==> config.mk <==
export PLATFORM = sky130hd
export DESIGN_NAME = ddr4_cmd_sequencer
export DESIGN_NICKNAME = d
export VERILOG_FILES = /design/src/rtl/ddr4_cmd_sequencer.sv
export SDC_FILE = /design/constraint.sdc
export NUM_CORES = 2
export LEC_CHECK = 0
export BUFFER_PORTS_ARGS = -buffer_cell sky130_fd_sc_hd__buf_2
export CAP_MARGIN = 20
export CORE_AREA = 2 2 497 499
export CTS_CLUSTER_DIAMETER = 120
export DETAILED_ROUTE_END_ITERATION = 7
export DIE_AREA = 0 0 499 501
export GPL_TIMING_DRIVEN = 0
export PLACE_DENSITY = 0.45
export SYNTH_ARGS = -nofsm -noshare
export SYNTH_HDL_FRONTEND = slang
export SYNTH_SLANG_ARGS = --single-unit
==> constraint.sdc <==
create_clock -name ck_t -period 2.9 [get_ports ck_t]
set_input_delay 0.145 -clock ck_t [delete_from_list [all_inputs] [get_ports ck_t]]
set_output_delay 0.145 -clock ck_t [all_outputs]
set_load 0.1 [all_outputs]
==> src/rtl/ddr4_cmd_sequencer.sv <==
// ddr4_cmd_sequencer
//   Turns one write/read burst request at a time into a DDR4 ACT/WR/RD/PRE
//   command sequence with programmable timing. Write bursts are driven on
//   dq_out/dqs; read bursts are captured from dq_in into rdata. An open-row
//   table per rank/bank supports closed-page (auto PRE) or open-page policy.
//
// Ports
//   ck_t, reset_n             clock (posedge) and async active-low reset
//   req_valid/req_ready       request handshake, ready only while idle
//   req_write, req_rank, req_bg, req_ba, req_row, req_col, req_wdata
//                             request fields, all sampled at accept
//   rdata, rdata_valid        captured read burst and its 1-cycle strobe
//   cs_n, act_n, A, bg, ba    command bus (one-cycle commands)
//   dq_out, dq_oe, dq_in      data bus and its output enable
//   dqs_t, dqs_c              write strobe pair
//   sync                      per-bank "row open in any rank" flags
module ddr4_cmd_sequencer #(
    parameter int RANKS        = 1,
    parameter int BGWIDTH      = 2,
    parameter int BAWIDTH      = 2,
    parameter int ADDRWIDTH    = 17,
    parameter int COLWIDTH     = 10,
    parameter int DEVICE_WIDTH = 4,
    parameter int CHIPS        = 16,
    parameter int BL           = 8,
    parameter int TRCD         = 15,
    parameter int TCL          = 10,
    parameter int TCWL         = 9,
    parameter int TWR          = 12,
    parameter int TRP          = 15,
    parameter int OPEN_PAGE    = 0,
    localparam int DQWIDTH     = DEVICE_WIDTH * CHIPS,
    localparam int BANKS       = 2 ** (BGWIDTH + BAWIDTH),
    localparam int RKW         = (RANKS > 1) ? $clog2(RANKS) : 1
) (
    input  logic                    ck_t,
    input  logic                    reset_n,
    input  logic                    req_valid,
    output logic                    req_ready,
    input  logic                    req_write,
    input  logic [RKW-1:0]          req_rank,
    input  logic [BGWIDTH-1:0]      req_bg,
    input  logic [BAWIDTH-1:0]      req_ba,
    input  logic [ADDRWIDTH-1:0]    req_row,
    input  logic [COLWIDTH-1:0]     req_col,
    input  logic [DQWIDTH*BL-1:0]   req_wdata,
    output logic [DQWIDTH*BL-1:0]   rdata,
    output logic                    rdata_valid,
    output logic [RANKS-1:0]        cs_n,
    output logic                    act_n,
    output logic [ADDRWIDTH-1:0]    A,
    output logic [BGWIDTH-1:0]      bg,
    output logic [BAWIDTH-1:0]      ba,
    output logic [DQWIDTH-1:0]      dq_out,
    output logic                    dq_oe,
    input  logic [DQWIDTH-1:0]      dq_in,
    output logic [CHIPS-1:0]        dqs_t,
    output logic [CHIPS-1:0]        dqs_c,
    output logic [BANKS-1:0]        sync
);

    localparam int BKW  = BGWIDTH + BAWIDTH;
    localparam int RK_N = 2 ** RKW;
    localparam int M1   = (TRCD > TCL) ? TRCD : TCL;
    localparam int M2   = (TCWL > TWR) ? TCWL : TWR;
    localparam int M3   = (M1 > M2) ? M1 : M2;
    localparam int MAXT = (M3 > TRP) ? M3 : TRP;
    localparam int CW   = $clog2(MAXT + BL + 1);

    localparam logic [2:0] C_WR  = 3'b100;
    localparam logic [2:0] C_RD  = 3'b101;
    localparam logic [2:0] C_PRE = 3'b010;

    typedef enum logic [3:0] {
        S_IDLE, S_PRE_M, S_WAIT_RPM, S_ACT, S_WAIT_RCD,
        S_CMD, S_DATA, S_WAIT_WR, S_PRE, S_WAIT_RP
    } state_t;

    state_t                  state;
    logic [CW-1:0]           cnt;
    logic                    lat_write;
    logic [RKW-1:0]          lat_rank;
    logic [BKW-1:0]          lat_bank;
    logic [ADDRWIDTH-1:0]    lat_row;
    logic [COLWIDTH-1:0]     lat_col;
    logic [DQWIDTH*BL-1:0]   wdata_q;

    // Table sized to the full rank index range so indexing never runs past it.
    logic [BANKS-1:0]        open_vld [RK_N];
    logic [ADDRWIDTH-1:0]    open_row [RK_N][BANKS];

    logic [BKW-1:0]          req_bank;
    logic                    tbl_vld;
    logic                    tbl_match;
    logic [DQWIDTH-1:0]      beat_wr;

    function automatic logic [ADDRWIDTH-1:0] col_addr(input logic [2:0] c,
                                                      input logic [COLWIDTH-1:0] col);
        logic [ADDRWIDTH-1:0] a;
        a = '0;
        a[ADDRWIDTH-1 -: 3] = c;
        a[COLWIDTH-1:0] = col;
        return a;
    endfunction

    function automatic logic [RANKS-1:0] rank_sel(input logic [RKW-1:0] r);
        return ~(RANKS'(1) << r);
    endfunction

    assign req_bank  = {req_bg, req_ba};
    assign tbl_vld   = open_vld[req_rank][req_bank];
    assign tbl_match = (open_row[req_rank][req_bank] == req_row);

    // During a write the beat for the NEXT cycle is selected: cnt = BL..1
    // maps to beats 0..BL-1 because outputs are registered.
    always_comb begin
        beat_wr = '0;
        for (int k = 0; k < BL; k++)
            if (cnt == CW'(BL - k)) beat_wr = wdata_q[k*DQWIDTH +: DQWIDTH];
    end

    always_comb begin
        sync = '0;
        for (int r = 0; r < RANKS; r++) sync = sync | open_vld[r];
    end

    always_ff @(posedge ck_t or negedge reset_n) begin
        if (!reset_n) begin
            state       <= S_IDLE;
            cnt         <= '0;
            req_ready   <= 1'b0;
            lat_write   <= 1'b0;
            lat_rank    <= '0;
            lat_bank    <= '0;
            lat_row     <= '0;
            lat_col     <= '0;
            wdata_q     <= '0;
            rdata       <= '0;
            rdata_valid <= 1'b0;
            cs_n        <= '1;
            act_n       <= 1'b1;
            A           <= '0;
            bg          <= '0;
            ba          <= '0;
            dq_out      <= '0;
            dq_oe       <= 1'b0;
            dqs_t       <= '0;
            dqs_c       <= '1;
            for (int r = 0; r < RK_N; r++) begin
                open_vld[r] <= '0;
                for (int b = 0; b < BANKS; b++) open_row[r][b] <= '0;
            end
        end else begin
            // Bus defaults: idle command bus, strobes parked, no data.
            cs_n        <= '1;
            act_n       <= 1'b1;
            A           <= '0;
            dq_out      <= '0;
            dq_oe       <= 1'b0;
            dqs_t       <= '0;
            dqs_c       <= '1;
            rdata_valid <= 1'b0;

            case (state)
                S_IDLE: begin
                    req_ready <= 1'b1;
                    if (req_valid && req_ready) begin
                        req_ready <= 1'b0;
                        lat_write <= req_write;
                        lat_rank  <= req_rank;
                        lat_bank  <= req_bank;
                        lat_row   <= req_row;
                        lat_col   <= req_col;
                        wdata_q   <= req_wdata;
                        bg        <= req_bg;
                        ba        <= req_ba;
                        cs_n      <= rank_sel(req_rank);
                        if (OPEN_PAGE != 0 && tbl_vld && tbl_match) begin
                            A     <= col_addr(req_write ? C_WR : C_RD, req_col);
                            state <= S_CMD;
                        end else if (tbl_vld) begin
                            A     <= col_addr(C_PRE, req_col);
                            open_vld[req_rank][req_bank] <= 1'b0;
                            state <= S_PRE_M;
                        end else begin
                            act_n <= 1'b0;
                            A     <= req_row;
                            open_vld[req_rank][req_bank] <= 1'b1;
                            open_row[req_rank][req_bank] <= req_row;
                            state <= S_ACT;
                        end
                    end
                end
                S_PRE_M: begin
                    cnt   <= CW'(TRP - 1);
                    state <= S_WAIT_RPM;
                end
                S_WAIT_RPM: begin
                    if (cnt == '0) begin
                        cs_n  <= rank_sel(lat_rank);
                        act_n <= 1'b0;
                        A     <= lat_row;
                        open_vld[lat_rank][lat_bank] <= 1'b1;
                        open_row[lat_rank][lat_bank] <= lat_row;
                        state <= S_ACT;
                    end else begin
                        cnt <= cnt - 1'b1;
                    end
                end
                S_ACT: begin
                    // ACT occupies one of the TRCD cycles itself.
                    if (TRCD <= 1) begin
                        cs_n  <= rank_sel(lat_rank);
                        A     <= col_addr(lat_write ? C_WR : C_RD, lat_col);
                        state <= S_CMD;
                    end else begin
                        cnt   <= CW'(TRCD - 2);
                        state <= S_WAIT_RCD;
                    end
                end
                S_WAIT_RCD: begin
                    if (cnt == '0) begin
                        cs_n  <= rank_sel(lat_rank);
                        A     <= col_addr(lat_write ? C_WR : C_RD, lat_col);
                        state <= S_CMD;
                    end else begin
                        cnt <= cnt - 1'b1;
                    end
                end
                S_CMD: begin
                    // Latency wait and the BL beats share one countdown;
                    // the last BL counts (BL-1..0) are the beat cycles.
                    cnt   <= lat_write ? CW'(TCWL + BL - 1) : CW'(TCL + BL - 1);
                    state <= S_DATA;
                end
                S_DATA: begin
                    cnt <= cnt - 1'b1;
                    if (lat_write) begin
                        if (cnt != '0 && cnt <= CW'(BL)) begin
                            dq_oe  <= 1'b1;
                            dq_out <= beat_wr;
                            dqs_t  <= '1;
                            dqs_c  <= '0;
                        end
                        if (cnt == '0) begin
                            cnt   <= CW'(TWR - 1);
                            state <= S_WAIT_WR;
                        end
                    end else begin
                        for (int k = 0; k < BL; k++)
                            if (cnt == CW'(BL - 1 - k))
                                rdata[k*DQWIDTH +: DQWIDTH] <= dq_in;
                        if (cnt == '0) begin
                            rdata_valid <= 1'b1;
                            if (OPEN_PAGE == 0) begin
                                cs_n  <= rank_sel(lat_rank);
                                A     <= col_addr(C_PRE, lat_col);
                                open_vld[lat_rank][lat_bank] <= 1'b0;
                                state <= S_PRE;
                            end else begin
                                req_ready <= 1'b1;
                                state     <= S_IDLE;
                            end
                        end
                    end
                end
                S_WAIT_WR: begin
                    if (cnt == '0) begin
                        if (OPEN_PAGE == 0) begin
                            cs_n  <= rank_sel(lat_rank);
                            A     <= col_addr(C_PRE, lat_col);
                            open_vld[lat_rank][lat_bank] <= 1'b0;
                            state <= S_PRE;
                        end else begin
                            req_ready <= 1'b1;
                            state     <= S_IDLE;
                        end
                    end else begin
                        cnt <= cnt - 1'b1;
                    end
                end
                S_PRE: begin
                    cnt   <= CW'(TRP - 1);
                    state <= S_WAIT_RP;
                end
                S_WAIT_RP: begin
                    if (cnt == '0) begin
                        req_ready <= 1'b1;
                        state     <= S_IDLE;
                    end else begin
                        cnt <= cnt - 1'b1;
                    end
                end
                default: state <= S_IDLE;
            endcase
        end
    end

endmodule

After elaboration in Yosys (flattened, before gate mapping)
Index checks and enable logic that the tools add are counted.
{ "op_classes": {"n_reduce_logical": 28, "shifts": 2, "n_mul": 0, "div": 0, "n_lt_le_gt_ge": 9, "eq_ne": 24, "bitwise": 11, "n_mux": 75, "add_sub_neg": 1} }
{ "ops": {"columns": ["operator", "n"], "rows": [
  ["64-bit 2-to-1 mux", 11],
  ["16-bit 2-to-1 mux", 13],
  ["32-bit 2-to-1 mux", 5],
  ["32-bit case mux with 4 select lines", 1],
  ["17-bit case mux with 5 select lines", 1],
  ["17-bit 2-to-1 mux", 4],
  ["32-bit bitwise AND", 2],
  ["32-bit inverter", 2],
  ["32-bit bitwise OR", 2],
  ["4-bit case mux with 10 select lines", 1],
  ["16-bit demux with 1-bit select", 2],
  ["4-bit 2-to-1 mux", 7],
  ["5-bit case mux with 5 select lines", 1],
  ["3-bit AND reduction", 8],
  ["5-bit by 3-bit == test with 1-bit output (second input constant)", 4],
  ["1-bit 2-to-1 mux", 19],
  ["4-bit by 3-bit == test with 1-bit output (second input constant)", 4],
  ["5-bit 2-to-1 mux", 3],
  ["2-bit != test (second input constant)", 6],
  ["5-bit by 2-bit == test with 1-bit output (second input constant)", 2],
  ["4-bit by 5-bit less-than comparator with 1-bit output (second input constant)", 2],
  ["5-bit nonzero test", 2],
  ["1-bit demux with 4-bit select", 2],
  ["4-bit by 2-bit == test with 1-bit output (second input constant)", 2],
  ["28 further kinds", 44]
]} }
{ "word_totals": {"mem_bits_ro": 0, "mem_count": 0, "regBits": 1220, "ram_bits": 0, "wordCells": 179, "latch_bits": 0, "output_inout_bits": 650, "in_bits": 612} }

Logic depth before layout (Yosys ltp)
{ "depth": {"depth_word": 12, "mapped_depth": 10, "depth_no_buf": 8} }

Least setup slack after synthesis
OpenSTA, ideal clock, no wires.
{ "synth_timing": {"path_type": "flip-flop to flip-flop", "startpoint": "register cnt[0]", "endpoint": "register with a tool-made name", "arrival_time_ps": 2347, "path_stages_with_launch": 11, "path_slack_ps": 458, "period_less_slack_ps": 2442, "setup_time_ps": 96, "path_cell_list": "dfrtp_1 inv_1 ha_1 or4b_4 a21oi_2 and4_1 buf_4 nand2_2 or3_1 buf_2 o31ai_1"} }
{ "synth_rtl": {"columns": ["element", "line_no", "source"], "rows": [
  ["start: declaration", "80", "logic [CW-1:0] cnt;"],
  ["start signal: assignment", "195", "cnt <= CW'(TRP - 1);"],
  ["start signal: assignment", "207", "cnt <= cnt - 1'b1;"],
  ["start signal: assignment", "217", "cnt <= CW'(TRCD - 2);"]
]} }

Worst setup path after layout
{ "layout_timing": {"startpoint": "register cnt[4]", "endpoint": "register dq_out[29]"} }
{ "layout_via": {"elab_chain_cells": 12, "elab_cells_between_ends": 22} }
{ "layout_lines": {"columns": ["element", "line_no", "source"], "rows": [
  ["5-bit by 4-bit == test with 1-bit output", "119", "if (cnt == CW'(BL - k)) beat_wr = wdata_q[k*DQWIDTH +: DQWIDTH];"],
  ["64-bit 2-to-1 mux (8 in a row)", "119", null],
  ["64-bit 2-to-1 mux (*)", "239", "if (cnt != '0 && cnt <= CW'(BL)) begin"],
  ["64-bit 2-to-1 mux (*)", "238", "if (lat_write) begin"],
  ["64-bit 2-to-1 mux (*)", "164", "case (state)"],
  ["end signal: assignment", "241", "dq_out <= beat_wr;"],
  ["end: declaration", "54", "output logic [DQWIDTH-1:0] dq_out,"]
]} }
Mark *: on every way between the ends. The rest lies on a longest branch, timed or not.
A chain may end at the register's enable or synchronous reset.

==> results.sh <==
export IMPL_worst_path_max_delay_cell="clkbuf_1"
export IMPL_grt_max_degree=163
export IMPL_max_cap_violations=0
export IMPL_ys_ff_latch=1185
export IMPL_syn_inst=4901
export IMPL_drtAntennaViolNets=0
export IMPL_grt_usage=0.199
export IMPL_slew_headroom=0.297
export IMPL_rrSetupSlack_ns=0.07
export IMPL_worstPathArrival_ns=3.50
export IMPL_antenna_found_initial=48
export IMPL_fin_crit_sh=0.975
export IMPL_violations="hold timing"
export IMPL_rsz0062_at_grt="true"
export IMPL_fmax_ghz=0.354
export IMPL_h_tree_depth=4
export IMPL_ys_flop_type="dfrtp_1"
export IMPL_cts_tree="built"
export IMPL_dr_pass1_iters=7
export IMPL_reg2reg_from="cnt[4]$_DFFE_PN0P_"
export IMPL_slew_viol_final=0
export IMPL_finalHoldViolations=100
export IMPL_ys_warn_count=0
export IMPL_seq_area_frac_synth=0.591
export IMPL_worst_path_buf_inv=3
export IMPL_peakVddDrop_uv=446
export IMPL_crit_type="flop to flop"
export IMPL_setup_viol=0
export IMPL_start_kind="flop"
export IMPL_rows=182
export IMPL_worstReg2RegEnd="dq_out[29]$_DFF_PN0_"
export IMPL_slowest_delay_ns=0.52
export IMPL_dp_hpwl_mm=198
export IMPL_power_density_nw_per_um2=561
export IMPL_fin_nets=7596
export IMPL_clockBufferDepth=3
export IMPL_place_area_um2=61200
export IMPL_ys_types=67
export IMPL_grt_pass1_vias=47400
export IMPL_cp_top_family="buffers and inverters"
export IMPL_worst_slew_pin_slew_ns=1.05
export IMPL_drive_gt1_frac=0.339
export IMPL_synth_net_count=5518
export IMPL_async_flop_share=1.00
export IMPL_cp_end_kind="flop"
export IMPL_pin_count=1262
export IMPL_synth_edf_count=0
export IMPL_status="finished, violations left"
export IMPL_avgRoutedWirePerCell_um=24.8
export IMPL_root_buffer="clkbuf_16"
export IMPL_clk_latency_ns=0.80
export IMPL_gp_congestion=0.905
export IMPL_crit_fanout=10
export IMPL_min_period_ns=2.83
export IMPL_core_area_um2=245000
export IMPL_io_buffers=1259
export IMPL_hp_class="input pin to asynchronous set/reset pin"
export IMPL_critPathRequiredTime_ns=3.57
export IMPL_cts_buffers_inserted=145
export IMPL_p_leak_nw=36.4
export IMPL_synth_avg_cell_area_um2=10.2
export IMPL_report_power_total_w=0.0413
export IMPL_die_x_um=499
export IMPL_drt_initial_drc_count=3194
export IMPL_final_core_util=0.300
export IMPL_grt_remaining_overflow=0
export IMPL_clk_pin_slew_worst_paths_ns=0.06
export IMPL_start_util=0.205
export IMPL_crit_chain="clkbuf_4, nor4b_4, clkbuf_8, clkbuf_1, a21oi_1, o2bb2ai_2"
export IMPL_clock_skew_ns=0.0326
export IMPL_final_area_um2=73600
export IMPL_vias=45800
export IMPL_final_setup_tns_ns=0
export IMPL_vias_per_cell=4.43
export IMPL_rr_worst_depth=6
export IMPL_syn_cell_area_um2=50200
export IMPL_die_area_um2=250000
export IMPL_wl_mm=256
export IMPL_die_h_um=501
export IMPL_drc_errors=0
export IMPL_hold_worst_slack_ns=-0.171
export IMPL_areaGrowthSynthToFinish_pct=46.5
export IMPL_cts_num_sinks=1185
export IMPL_grt_pass1_wl_mm=356
worst reg2reg max path, cell delays in order, from the launching register on:
cell       delay (ns)
dfrtp_1          0.50
clkbuf_4         0.28
nor4b_4          0.46
clkbuf_8         0.40
clkbuf_1         0.53
a21oi_1          0.18
o2bb2ai_2        0.34
kinds of logic (layout without fill, tap and decap cells):
logic type | count (synthesis) | after routing | synth area share
simple gates | 2053 | 2053 | 0.160
flops | 1185 | 1185 | 0.591
compound gates | 744 | 744 | 0.0946
mux | 530 | 530 | 0.118
buf+inv | 383 | 2567 | 0.0351
fa+ha+maj | 5 | 5 | 0.00125
xor+xnor | 1 | 1 | 0.000174
other cells | 0 | 37 | 0
cells in the mapped netlist (all sizes together), types with 3 or more instances:
master | n | share of area
a31oi | 7 | 0.00087
mux2i | 18 | 0.0036
nor3 | 13 | 0.0016
a22oi | 80 | 0.012
ha | 5 | 0.0012
or4b | 3 | 0.00067
o21a | 5 | 0.00075
clkbuf | 191 | 0.014
nor4b | 3 | 0.00052
o211ai | 22 | 0.0033
nand2 | 1698 | 0.13
a211o | 8 | 0.0014
a31o | 7 | 0.0012
nand3b | 7 | 0.0010
dfstp | 3 | 0.0016
nand4 | 5 | 0.00062
a21o | 13 | 0.0019
a211oi | 122 | 0.018
mux2 | 512 | 0.11
nor4 | 3 | 0.00037
nand2b | 9 | 0.0011
buf | 182 | 0.020
nor2 | 255 | 0.019
a21oi | 98 | 0.0098
or3 | 3 | 0.00037
dfrtp | 1182 | 0.59
and2 | 8 | 0.0010
o31ai | 8 | 0.0012
o221ai | 8 | 0.0014
nand3 | 17 | 0.0017
o2bb2ai | 57 | 0.0099
nor2b | 13 | 0.0016
inv | 10 | 0.00075
o21ai | 265 | 0.026
o22ai | 30 | 0.0037
routing by layer:
layer	track usage	wire, um	vias to the layer above	part of all wire
met3	0.0394	15500	430	0.060
li1	-	-	20700	-
met4	0.0895	12500	24	0.049
met5	0	127	-	0.00050
met2	0.355	129000	1800	0.50
met1	0.229	99300	22900	0.39
power by group:
part / switching, W / internal (W) / total, W / leakage, nW
clock: 0.00774 / 0.0108 / 0.0186 / 2.36
combinational: 0.00417 / 0.00144 / 0.00561 / 18.8
sequential: 0.000172 / 0.0169 / 0.0171 / 15.3
total: 0.0121 / 0.0292 / 0.0413 / 36.4
how the worst max path moves through the flow:
stage                  startpoint              endpoint  slack, ns  cells past startpoint
6_report       cnt[4]$_DFFE_PN0P_  dq_out[29]$_DFF_PN0_       0.07                      6
5_1_grt        cnt[1]$_DFFE_PN0P_   dq_out[0]$_DFF_PN0_      -0.06                      8
4_1_cts        cnt[0]$_DFFE_PN0P_   dq_out[3]$_DFF_PN0_      -0.05                     11
3_5_place_dp   cnt[0]$_DFFE_PN0P_   dq_out[3]$_DFF_PN0_      -1.92                     10
3_3_place_gp              reset_n  dq_out[24]$_DFF_PN0_     -26.02                      1
2_1_floorplan  cnt[0]$_DFFE_PN0P_                  flop       0.46                     10
what timing repair did:
| item | in CTS | in global routing |
|---|---|---|
| pin swaps | 15 | 16 |
| cloned | 0 | 0 |
| buffers inserted | 11 | 8 |
| hold buffers | 626 | 5 |
| endpoints found under the hold margin | 1452 | 135 |
| endpoints found under the setup margin | 1128 | 139 |
| gates resized for setup | 212 | 79 |
area by class of cell:
type | count | area (um2)
repair buffers | 1938 | 13600
multi-input cells | 3333 | 19400
inverters | 10 | 37.5
clock buffers | 205 | 4200
diodes | 37 | 92.6
flip-flops and latches | 1185 | 29700
fillers | 25500 | 171000
plain buffers | 366 | 1980
clock inverters | 48 | 569
well taps | 3220 | 4030
stage by stage:
step | setup slack [ns] | cells
3_3_place_gp | -26.02 | 9380
6_report | 0.0718 | 10300
3_5_place_dp | -1.92 | 9409
5_1_grt | -0.0561 | 10300
4_1_cts | -0.0533 | 10300
2_1_floorplan | 0.458 | 4901
flip-flops by register name, indices dropped and copies added, names as in the netlist, named ones only:
name / flops
act_n: 1
rdata: 512
state: 4
cs_n: 1
lat_write: 1
rdata_valid: 1
lat_col: 10
dqs_t: 1
lat_bank: 4
dq_out: 64
req_ready: 1
lat_row: 17
wdata_q: 512
cnt: 5
lat_rank: 1
A: 17
dqs_c: 1
cells in the final DEF, fill, tap and decap left out, types with 13 or more instances in the layout:
cell type	netlist	routed
mux2i_1	18	18
o211ai_1	22	22
clkbuf_4	0	22
mux2_2	507	507
a21o_1	13	13
buf_16	0	24
dfrtp_1	1182	1179
nor2_1	255	253
dlygate4sd3_1	0	621
clkinv_2	0	21
a21oi_1	97	97
nand3_1	17	16
o2bb2ai_1	57	53
a211oi_1	122	74
buf_2	114	1366
buf_4	48	74
o21ai_1	9	37
a211oi_2	0	40
nand2_1	1692	1690
clkbuf_8	0	35
o22ai_1	30	28
o21ai_0	256	222
clkbuf_2	0	47
diode_2	0	37
a22oi_1	80	78
clkbuf_1	191	142
clkbuf_16	0	147
No activity file was read; power rests on OpenSTA's default activity.
